[config.mk]
export PLATFORM = sky130hd
export DESIGN_NAME = s2p_frame_rx
export DESIGN_NICKNAME = d
export VERILOG_FILES = /design/src/rtl/s2p_frame_rx.sv
export SDC_FILE = /design/constraint.sdc
export NUM_CORES = 1
export LEC_CHECK = 0
export CAP_MARGIN = 15
export CORE_UTILIZATION = 45
export CTS_CLUSTER_DIAMETER = 40
export CTS_CLUSTER_SIZE = 30
export DETAILED_ROUTE_END_ITERATION = 7
export GPL_ROUTABILITY_DRIVEN = 0
export PLACE_DENSITY = 0.65
export SETUP_SLACK_MARGIN = 0.15
export SYNTH_ARGS = -nofsm -noshare
export SYNTH_HDL_FRONTEND = slang
export SYNTH_SLANG_ARGS = --single-unit
[constraint.sdc]
create_clock -name SCLK -period 3.7 [get_ports SCLK]
set_input_delay 0.74 -clock SCLK [delete_from_list [all_inputs] [get_ports SCLK]]
set_output_delay 0.74 -clock SCLK [all_outputs]
set_load 0.03 [all_outputs]
[src/rtl/s2p_frame_rx.sv]
// s2p_frame_rx: serial-to-parallel frame receiver.
// A frame is an address phase (REGSEL=1, MSB first) followed by a data
// phase (REGSEL=0, LSB first). The completed frame is presented on
// SLAVE_ADDR/DATA_OUT with a one-hot WR_SEL slave decode.
//
// Optional feature, enabled by defining the macro S2P_ADDR_RANGE_CHK_EN:
//   a completed frame whose address is >= NUM_SLAVES is rejected as a
//   frame error and its contents are never presented. When the macro is
//   undefined, such a frame is presented with VALID=1 and an all-zero WR_SEL.
//
// Output qualification: VALID is a level without any back-pressure.
// While VALID=1, SLAVE_ADDR, DATA_OUT and WR_SEL describe one completed
// frame and remain stable until the first address edge of the next frame
// (which drops VALID) or a reset. There is no ready input; a consumer
// must sample while VALID=1.
module s2p_frame_rx #(
    parameter int ADDR_W     = 5,
    parameter int DATA_W     = 30,
    parameter int NUM_SLAVES = 23
) (
    input  logic                  SCLK,
    input  logic                  RST,
    input  logic                  GRST,
    input  logic                  REGSEL,
    input  logic                  SIN,
    output logic [ADDR_W-1:0]     SLAVE_ADDR,
    output logic [DATA_W-1:0]     DATA_OUT,
    output logic [NUM_SLAVES-1:0] WR_SEL,
    output logic                  VALID,
    output logic                  FRAME_ERR,
    output logic [1:0]            fsm_state
);

    localparam int DCNT_W = (DATA_W > 1) ? $clog2(DATA_W) : 1;

    localparam logic [1:0] S_IDLE = 2'd0;
    localparam logic [1:0] S_ADDR = 2'd1;
    localparam logic [1:0] S_DATA = 2'd2;
    localparam logic [1:0] S_DONE = 2'd3;

    // Registered state
    logic [1:0]            state;
    logic [ADDR_W-1:0]     addr_sr;
    logic [2:0]            addr_cnt;
    logic [DATA_W-1:0]     data_sr;
    logic [DCNT_W-1:0]     data_cnt;

    // Next-state values
    logic [1:0]            state_d;
    logic [ADDR_W-1:0]     addr_sr_d;
    logic [2:0]            addr_cnt_d;
    logic [DATA_W-1:0]     data_sr_d;
    logic [DCNT_W-1:0]     data_cnt_d;
    logic [ADDR_W-1:0]     slave_addr_d;
    logic [DATA_W-1:0]     data_out_d;
    logic [NUM_SLAVES-1:0] wr_sel_d;
    logic                  valid_d;
    logic                  frame_err_d;

    // Helper terms
    logic [ADDR_W-1:0]     addr_shift;
    logic [2:0]            addr_cnt_inc;
    logic                  addr_len_ok;
    logic [DATA_W-1:0]     data_ins;
    logic                  data_last;
    logic                  addr_in_range;
    logic [NUM_SLAVES-1:0] sel_dec;

    assign fsm_state = state;

    // Address shifting, saturating bit count and data-bit insertion
    always_comb begin
        addr_shift   = ADDR_W'({addr_sr, SIN});
        addr_cnt_inc = (addr_cnt == 3'd7) ? 3'd7 : addr_cnt + 3'd1;
        addr_len_ok  = (int'(addr_cnt) == ADDR_W);
        data_ins     = data_sr;
        data_ins[data_cnt] = SIN;
        data_last    = (data_cnt == DCNT_W'(DATA_W - 1));
    end

    // One-hot slave decode of the collected address; zero when out of range
    always_comb begin
        addr_in_range = (int'(addr_sr) < NUM_SLAVES);
        sel_dec       = '0;
        for (int i = 0; i < NUM_SLAVES; i++) begin
            if (int'(addr_sr) == i) begin
                sel_dec[i] = 1'b1;
            end
        end
    end

    // Frame FSM: next-state and output-register update rules
    always_comb begin
        state_d      = state;
        addr_sr_d    = addr_sr;
        addr_cnt_d   = addr_cnt;
        data_sr_d    = data_sr;
        data_cnt_d   = data_cnt;
        slave_addr_d = SLAVE_ADDR;
        data_out_d   = DATA_OUT;
        wr_sel_d     = WR_SEL;
        valid_d      = VALID;
        frame_err_d  = FRAME_ERR;

        case (state)
            S_IDLE, S_DONE: begin
                // REGSEL=0 edges are ignored here so a completed frame stays
                // visible until the next frame starts.
                if (REGSEL) begin
                    addr_sr_d   = ADDR_W'(SIN);
                    addr_cnt_d  = 3'd1;
                    data_cnt_d  = '0;
                    valid_d     = 1'b0;
                    wr_sel_d    = '0;
                    frame_err_d = 1'b0;
                    state_d     = S_ADDR;
                end
            end

            S_ADDR: begin
                if (REGSEL) begin
                    addr_sr_d  = addr_shift;
                    addr_cnt_d = addr_cnt_inc;
                end else if (addr_len_ok) begin
                    // The edge that ends the address phase already carries
                    // data bit 0.
                    data_sr_d    = data_sr;
                    data_sr_d[0] = SIN;
                    data_cnt_d   = DCNT_W'(1);
                    state_d      = S_DATA;
                end else begin
                    frame_err_d = 1'b1;
                    state_d     = S_IDLE;
                end
            end

            S_DATA: begin
                if (REGSEL) begin
                    // Truncated data phase: flag it and treat this edge as
                    // the first address bit of a new frame.
                    frame_err_d = 1'b1;
                    valid_d     = 1'b0;
                    addr_sr_d   = ADDR_W'(SIN);
                    addr_cnt_d  = 3'd1;
                    data_cnt_d  = '0;
                    state_d     = S_ADDR;
                end else begin
                    data_sr_d  = data_ins;
                    data_cnt_d = data_cnt + DCNT_W'(1);
                    if (data_last) begin
                        // Frame complete on this very edge; SCLK may stop now.
                        data_cnt_d = '0;
`ifdef S2P_ADDR_RANGE_CHK_EN
                        if (!addr_in_range) begin
                            frame_err_d = 1'b1;
                            valid_d     = 1'b0;
                            wr_sel_d    = '0;
                            state_d     = S_IDLE;
                        end else begin
                            slave_addr_d = addr_sr;
                            data_out_d   = data_ins;
                            wr_sel_d     = sel_dec;
                            valid_d      = 1'b1;
                            frame_err_d  = 1'b0;
                            state_d      = S_DONE;
                        end
`else
                        slave_addr_d = addr_sr;
                        data_out_d   = data_ins;
                        wr_sel_d     = sel_dec;
                        valid_d      = 1'b1;
                        state_d      = S_DONE;
                        // An out-of-range frame neither raises nor clears
                        // the error flag; a well-formed one clears it.
                        if (addr_in_range) begin
                            frame_err_d = 1'b0;
                        end
`endif
                    end
                end
            end

            default: begin
                state_d = S_IDLE;
            end
        endcase
    end

    // State and output registers: async RST, then synchronous GRST, then FSM
    always_ff @(posedge SCLK or negedge RST) begin
        if (!RST) begin
            state      <= S_IDLE;
            addr_sr    <= '0;
            addr_cnt   <= '0;
            data_sr    <= '0;
            data_cnt   <= '0;
            SLAVE_ADDR <= '0;
            DATA_OUT   <= '0;
            WR_SEL     <= '0;
            VALID      <= 1'b0;
            FRAME_ERR  <= 1'b0;
        end else if (GRST) begin
            state      <= S_IDLE;
            addr_sr    <= '0;
            addr_cnt   <= '0;
            data_sr    <= '0;
            data_cnt   <= '0;
            SLAVE_ADDR <= '0;
            DATA_OUT   <= '0;
            WR_SEL     <= '0;
            VALID      <= 1'b0;
            FRAME_ERR  <= 1'b0;
        end else begin
            state      <= state_d;
            addr_sr    <= addr_sr_d;
            addr_cnt   <= addr_cnt_d;
            data_sr    <= data_sr_d;
            data_cnt   <= data_cnt_d;
            SLAVE_ADDR <= slave_addr_d;
            DATA_OUT   <= data_out_d;
            WR_SEL     <= wr_sel_d;
            VALID      <= valid_d;
            FRAME_ERR  <= frame_err_d;
        end
    end

endmodule

==> results.md, run 1 <==
* Outcome: finished, final reports clean
* RSZ-0062 raised after global routing: no
* CP peak stage delay at 0.95 ns
* Sum Neg Setup Slack at 0 ns
* Post-synthesis instance area at 5130 um^2
* Commonest non-fill, non-tap cell in the layout: dfrtp_1
* Port bufs at 66
* Boundary Pins at 67
* Clock Latency Late Sink at 0.36 ns
* CTS root buffer: clkbuf_16
* Post_cts resized at 0
* Std-Cell Core Area at 11000 um^2
* Ys Warns at 0
* Dpl cells at 708
* CP startpoint kind: register
* All-Layer GR Usage at 21.6%
* Post-synthesis sequential area ratio at 50.7%
* Post-synthesis register bit count at 104
* P_leak at 2.58 nW
* Max Root-Sink Buffers at 2
* Slew HR at 20.0%
* Clock Sinks at 104
* Max-Cap Viols at 0
* Drt drc at 0
* Nets at 593
* DRT Pass-1 Iters at 5
* CP endpoint kind: register
* Synth unique cells at 44
* WP data arrival at 3.05 ns
* WL final at 11900 um
* Worst-margin pin slew at 1.20 ns
* Routed len/inst at 16.4 um
* Row cnt at 38
* Hold Violations, Final at 0
* Fin crit share at 75.6%
* Top_reg_cell synth: dfrtp_1
* Worst Hold Class: primary input to async pin
* Crit Path Max Fanout at 16
* Die area at 11800 um^2
* P&R area growth vs syn at 20.6%
* Largest net degree at the start of global routing at 84
* Setup Buffers After CTS at 0
* Inserted Clock Buffers at 9
* Critical-path top delay cell: nor2b_1
* # H-tree levels at 3
* Pwr Density at 364 nW/um^2
* Synthesized instance count at 535
* Layout cell share with drive strength beyond 1 at 6.67%
* Overall die width at 109 um
* Post-layout util at 56.3%
* Initial core utilization at 46.7%
* N_diodes at 0
* Synth async-reset ratio at 100%
* Initial drt markers at 338
* Hold Slack at 0.219 ns
* First-pass GRT wire length at 19700 um
* Worst EP required at 3.96 ns
* Vias/cell at 5.78
* Mean Syn Cell Area at 9.59 um^2
* VDD IR-drop max at 185 uV
* Post-DP HPWL at 7830 um
* Period minus WS final at 2.80 ns
* Worst Clk Skew at 0.0165 ns
* Die height at 109 um
* Max-slew violations at 0
* Crit-path leading delay family: simple AND/OR/NAND/NOR gates
* Number of global-route vias before repair at 3958
* Mapped Nets at 548
* Final setup vio count at 0
* Antenna-violating nets left at 0
* CTS tree: yes
* DR vias at 4188
* Clock-pin slew on the worst setup and hold paths at 0.07 ns
* Number of synthesized flops with an enable pin at 0
* Most frequent cells in the layout: dfrtp_1, clkdlybuf4s50_1, nand2_1
* Cell Chain, Critical Path: inv_1, ha_1, buf_4, nor2b_1, nand3_1, o22ai_1
* Cell Count, Final, Fillers Out at 725
* F_max at 358 MHz
* CP Class: register to register
* Post-CTS Hold Fix Bufs at 0
* Initial antenna violation count at 0
* CP bufs+invs at 2
* Grt total ovfl at 0
* Final total power at 0.00225 W
## where the power goes
part           internal (W)  switching (W)
sequential          0.00114     0.00000507
combinational     0.0000382      0.0000967
clock              0.000543       0.000427
total               0.00172       0.000528
## worst register-to-register path, delay by kind of cell (launching register included)
| kind | cells | cell delay (ns) |
|---|---|---|
| simple gates | 2 | 1.56 |
| flops | 1 | 0.40 |
| fa+ha+maj | 1 | 0.14 |
| buf+inv | 2 | 0.26 |
| compound gates | 1 | 0.33 |
## state kept, by name, summed over array words and instances (netlist names)
name,cells
WR_SEL,23
VALID,1
DATA_OUT,30
FRAME_ERR,1
data_sr,29
SLAVE_ADDR,5
addr_sr,5
fsm_state,2
data_cnt,5
addr_cnt,3
## final timing paths
kind / startpoint / to / slack, ns / cells after the start
hold reg to reg: WR_SEL[14] / WR_SEL[14] / 0.48 / 2
setup reg to reg: fsm_state[0] / data_sr[25] / 0.90 / 6
hold / removal: RST / WR_SEL[9] / 0.22 / 1
setup / recovery: fsm_state[0] / data_sr[25] / 0.90 / 6
min in group SCLK: WR_SEL[14] / WR_SEL[14] / 0.48 / 2
max in group asynchronous: RST / DATA_OUT[14] / 2.60 / 3
## cells in the mapped netlist, types with 2 or more instances
cell | count | share of area, %
dfrtp_1 | 104 | 51
nand2_1 | 63 | 4.6
nor2_1 | 52 | 3.8
a21oi_1 | 29 | 2.8
o21ai_0 | 29 | 2.8
o31ai_1 | 26 | 3.8
clkbuf_1 | 24 | 1.8
mux2i_1 | 22 | 4.3
nand3_1 | 21 | 2.0
inv_1 | 20 | 1.5
a22o_1 | 17 | 2.9
a211oi_1 | 15 | 2.2
nand2b_1 | 15 | 1.8
buf_2 | 13 | 1.3
o22ai_1 | 12 | 1.5
a311oi_1 | 11 | 1.9
ha_1 | 8 | 2.0
nor2b_1 | 8 | 0.98
nand4b_1 | 6 | 1.0
buf_1 | 4 | 0.29
and2_1 | 3 | 0.37
mux2_2 | 3 | 0.66
nand3b_1 | 3 | 0.44
or2_2 | 3 | 0.37
a31oi_1 | 2 | 0.24
and3_1 | 2 | 0.24
buf_6 | 2 | 0.44
nand4_1 | 2 | 0.24
## per-stage QoR
step           setup WS [ns]  instance area (um^2)
2_1_floorplan           1.69                  5130
3_3_place_gp           0.850                  5860
3_5_place_dp           0.713                  5860
4_1_cts                0.934                  6160
5_1_grt                0.771                  6190
6_report               0.903                  6190
## metal layers
layer  global-route usage (%)  wire length [um]
met2                     32.4              5520
met5                        0                 0
met4                     7.82               170
met3                     4.18               573
met1                     31.0              5610
## kinds of logic after synthesis
family / after synthesis / synth area share, %
buffers and inverters: 63 / 5.22
AND/OR/NAND/NOR: 184 / 17.3
multiplexers: 25 / 4.95
flip-flops: 104 / 50.7
AO/OA/AOI/OAI: 151 / 19.9
adder cells (fa/ha/maj): 8 / 1.95
## final cells by class
| class | instances | area, um^2 |
|---|---|---|
| clock buffer | 11 | 243 |
| multi-input combinational | 368 | 2270 |
| sequential | 104 | 2600 |
| fill | 1001 | 4800 |
| tap | 140 | 175 |
| timing repair buffer | 77 | 768 |
| inverter | 20 | 75.1 |
| clock inverter | 5 | 53.8 |
(Power assumes the default switching activity.)
==> run 2, diff against run 1 <==
--- a/config.mk
+++ b/config.mk
@@ -11,7 +11,7 @@
 export CTS_CLUSTER_SIZE = 30
 export DETAILED_ROUTE_END_ITERATION = 7
 export GPL_ROUTABILITY_DRIVEN = 0
-export PLACE_DENSITY = 0.65
+export PLACE_DENSITY = 0.68
 export SETUP_SLACK_MARGIN = 0.15
 export SYNTH_ARGS = -nofsm -noshare
 export SYNTH_HDL_FRONTEND = slang
==> constraint.sdc (replaced) <==
create_clock -name SCLK -period 2.5 [get_ports SCLK]
set_input_delay 0.5 -clock SCLK [delete_from_list [all_inputs] [get_ports SCLK]]
set_output_delay 0.5 -clock SCLK [all_outputs]
set_load 0.03 [all_outputs]
==> run 2 against run 1 <==
Critical path depth stayed put. Cell count is 0.97% higher. Critical endpoint is now WR_SEL[12]. Count of clock-buffer cells in the layout is 2 lower. Routed wire length grew 0.92%. Sequential share of layout area shrank 0.23 points. Clock power is 42% higher. Non-clock buffer count up 7.
==> results.md, run 2 (synthesized netlist as in run 1, its figures left out) <==
* Largest registers: DATA_OUT (30), data_sr (29), WR_SEL (23)
* CTS tree: yes
* Initial drt markers at 247
* Clk pwr share at 42.0%
* Hold Violations, Final at 0
* Commonest non-fill, non-tap cell in the layout: dfrtp_1
* Fin crit share at 86.8%
* CP peak stage delay at 0.42 ns
* Power Internal at 0.00244 W
* RSZ-0062 raised after global routing: no
* All-Layer GR Usage at 21.6%
* Logic gate share of total power at 6.2%
* Post-DP HPWL at 8060 um
* Inserted Clock Buffers at 9
* N_diodes at 0
* Worst Hold Class: primary input to async pin
* Die area at 11800 um^2
* Clock Sinks at 104
* CP startpoint kind: register
* Largest net degree at the start of global routing at 59
* Worst EP required at 2.76 ns
* Clock-pin slew on the worst setup and hold paths at 0.08 ns
* DR vias at 4144
* NetSw at 0.000830 W
* Max-Cap Viols at 0
* Post_cts resized at 0
* Max-slew violations at 0
* Max FFs per register at 30
* Final total power at 0.00327 W
* Crit Path Max Fanout at 46
* Drt drc at 0
* VDD IR-drop max at 277 uV
* Antenna-violating nets left at 0
* Number of global-route vias before repair at 3903
* Routed len/inst at 16.4 um
* Top reg by flops: DATA_OUT
* Outcome: finished, final reports clean
* Slew HR at 55.0%
* P_leak at 2.60 nW
* Initial antenna violation count at 0
* # H-tree levels at 3
* Switching share of power at 25.4%
* Worst Clk Skew at 0.00647 ns
* WL final at 12000 um
* Most frequent cells in the layout: dfrtp_1, clkdlybuf4s50_1, nand2_1
* Final setup vio count at 0
* Initial core utilization at 46.7%
* Cell Chain, Critical Path: inv_1, ha_1, nand4_4, o311a_1, buf_4, o31ai_1
* Boundary Pins at 67
* Overall die width at 109 um
* CP endpoint kind: register
* Row cnt at 38
* F_max at 461 MHz
* Max Root-Sink Buffers at 2
* Pwr Density at 526 nW/um^2
* Vias/cell at 5.66
* Die height at 109 um
* Reg power frac at 51.8%
* Post-CTS Hold Fix Bufs at 0
* Nets at 600
* Setup Buffers After CTS at 0
* Clock Latency Late Sink at 0.35 ns
* Grt total ovfl at 0
* Port bufs at 66
* P&R area growth vs syn at 21.2%
* First-pass GRT wire length at 19900 um
* CP Class: register to register
* DRT Pass-1 Iters at 5
* CP bufs+invs at 2
* Critical-path top delay cell: dfrtp_1
* Crit-path leading delay family: compound AO/OA/AOI/OAI gates
* WP data arrival at 2.43 ns
* Sum Neg Setup Slack at 0 ns
* Worst-margin pin slew at 0.675 ns
* CTS root buffer: clkbuf_16
* Layout cell share with drive strength beyond 1 at 8.28%
* Std-Cell Core Area at 11000 um^2
* Period minus WS final at 2.17 ns
==> run 2: cell types whose count changed in the layout (fill, tap and decap cells not counted), sizes merged <==
cell      delta
inv          +2
bufinv       -1
clkinvlp     +1
buf          +7
clkbuf       -2
==> run 2: per-stage QoR <==
step           area, um^2  std cells  setup WS, ns  utilization, %  hold WS [ns]
5_1_grt              6220        732         0.166            56.6        0.0137
6_report             6220        732         0.331            56.6       0.00794
3_5_place_dp         5920        716         0.147            53.9         0.387
3_3_place_gp         5920        716         0.237            53.9         0.385
2_1_floorplan        5130        535         0.485               -         0.204
4_1_cts              6210        732         0.216            56.6        0.0101
==> run 2: final cells by class <==
cell class              count  area, um^2
clock buffers               9         225
clock inverters             7        63.8
fillers                  1001        4760
inverters                  20        75.1
multi-input cells         368        2280
flip-flops and latches    104        2600
well taps                 140         175
repair buffers             84         801
==> run 2: final timing paths <==
path	cells past startpoint	end	from	slack [ns]
max	6	WR_SEL[12]	data_cnt[1]	0.33
min	1	FRAME_ERR	RST	0.008
max reg2reg	6	WR_SEL[12]	data_cnt[1]	0.33
min reg2reg	2	WR_SEL[0]	WR_SEL[0]	0.48
max in group asynchronous	2	data_sr[8]	RST	1.79
min in group SCLK	2	WR_SEL[0]	WR_SEL[0]	0.48
==> run 2: routing by layer <==
| metal | vias up | wire length [um] | track usage, % |
|---|---|---|---|
| met5 | - | 0 | 0 |
| met4 | 0 | 174 | 8.01 |
| met2 | 106 | 5550 | 32.7 |
| met3 | 12 | 465 | 2.87 |
| met1 | 2011 | 5790 | 31.7 |
| li1 | 2015 | - | - |
==> run 2: power groups by stage <==
stage	Combinational [W]	Clock (W)	Sequential (W)
finish	0.000203	0.00138	0.00169
floorplan	0.000115	0	0.00173
detailed placement	0.000202	0	0.00173
global placement	0.000197	0	0.00173
global route	0.000224	0.00149	0.00170
CTS	0.000203	0.00140	0.00169
==> run 3, diff against run 2 <==
--- a/config.mk
+++ b/config.mk
@@ -5,6 +5,7 @@
 export SDC_FILE = /design/constraint.sdc
 export NUM_CORES = 1
 export LEC_CHECK = 0
+export ABC_CLOCK_PERIOD_IN_PS = 2500
 export CAP_MARGIN = 15
 export CORE_UTILIZATION = 45
 export CTS_CLUSTER_DIAMETER = 40
==> results of run 3 <==
The final DEF is identical to that of run 2; final timing and power are the same.
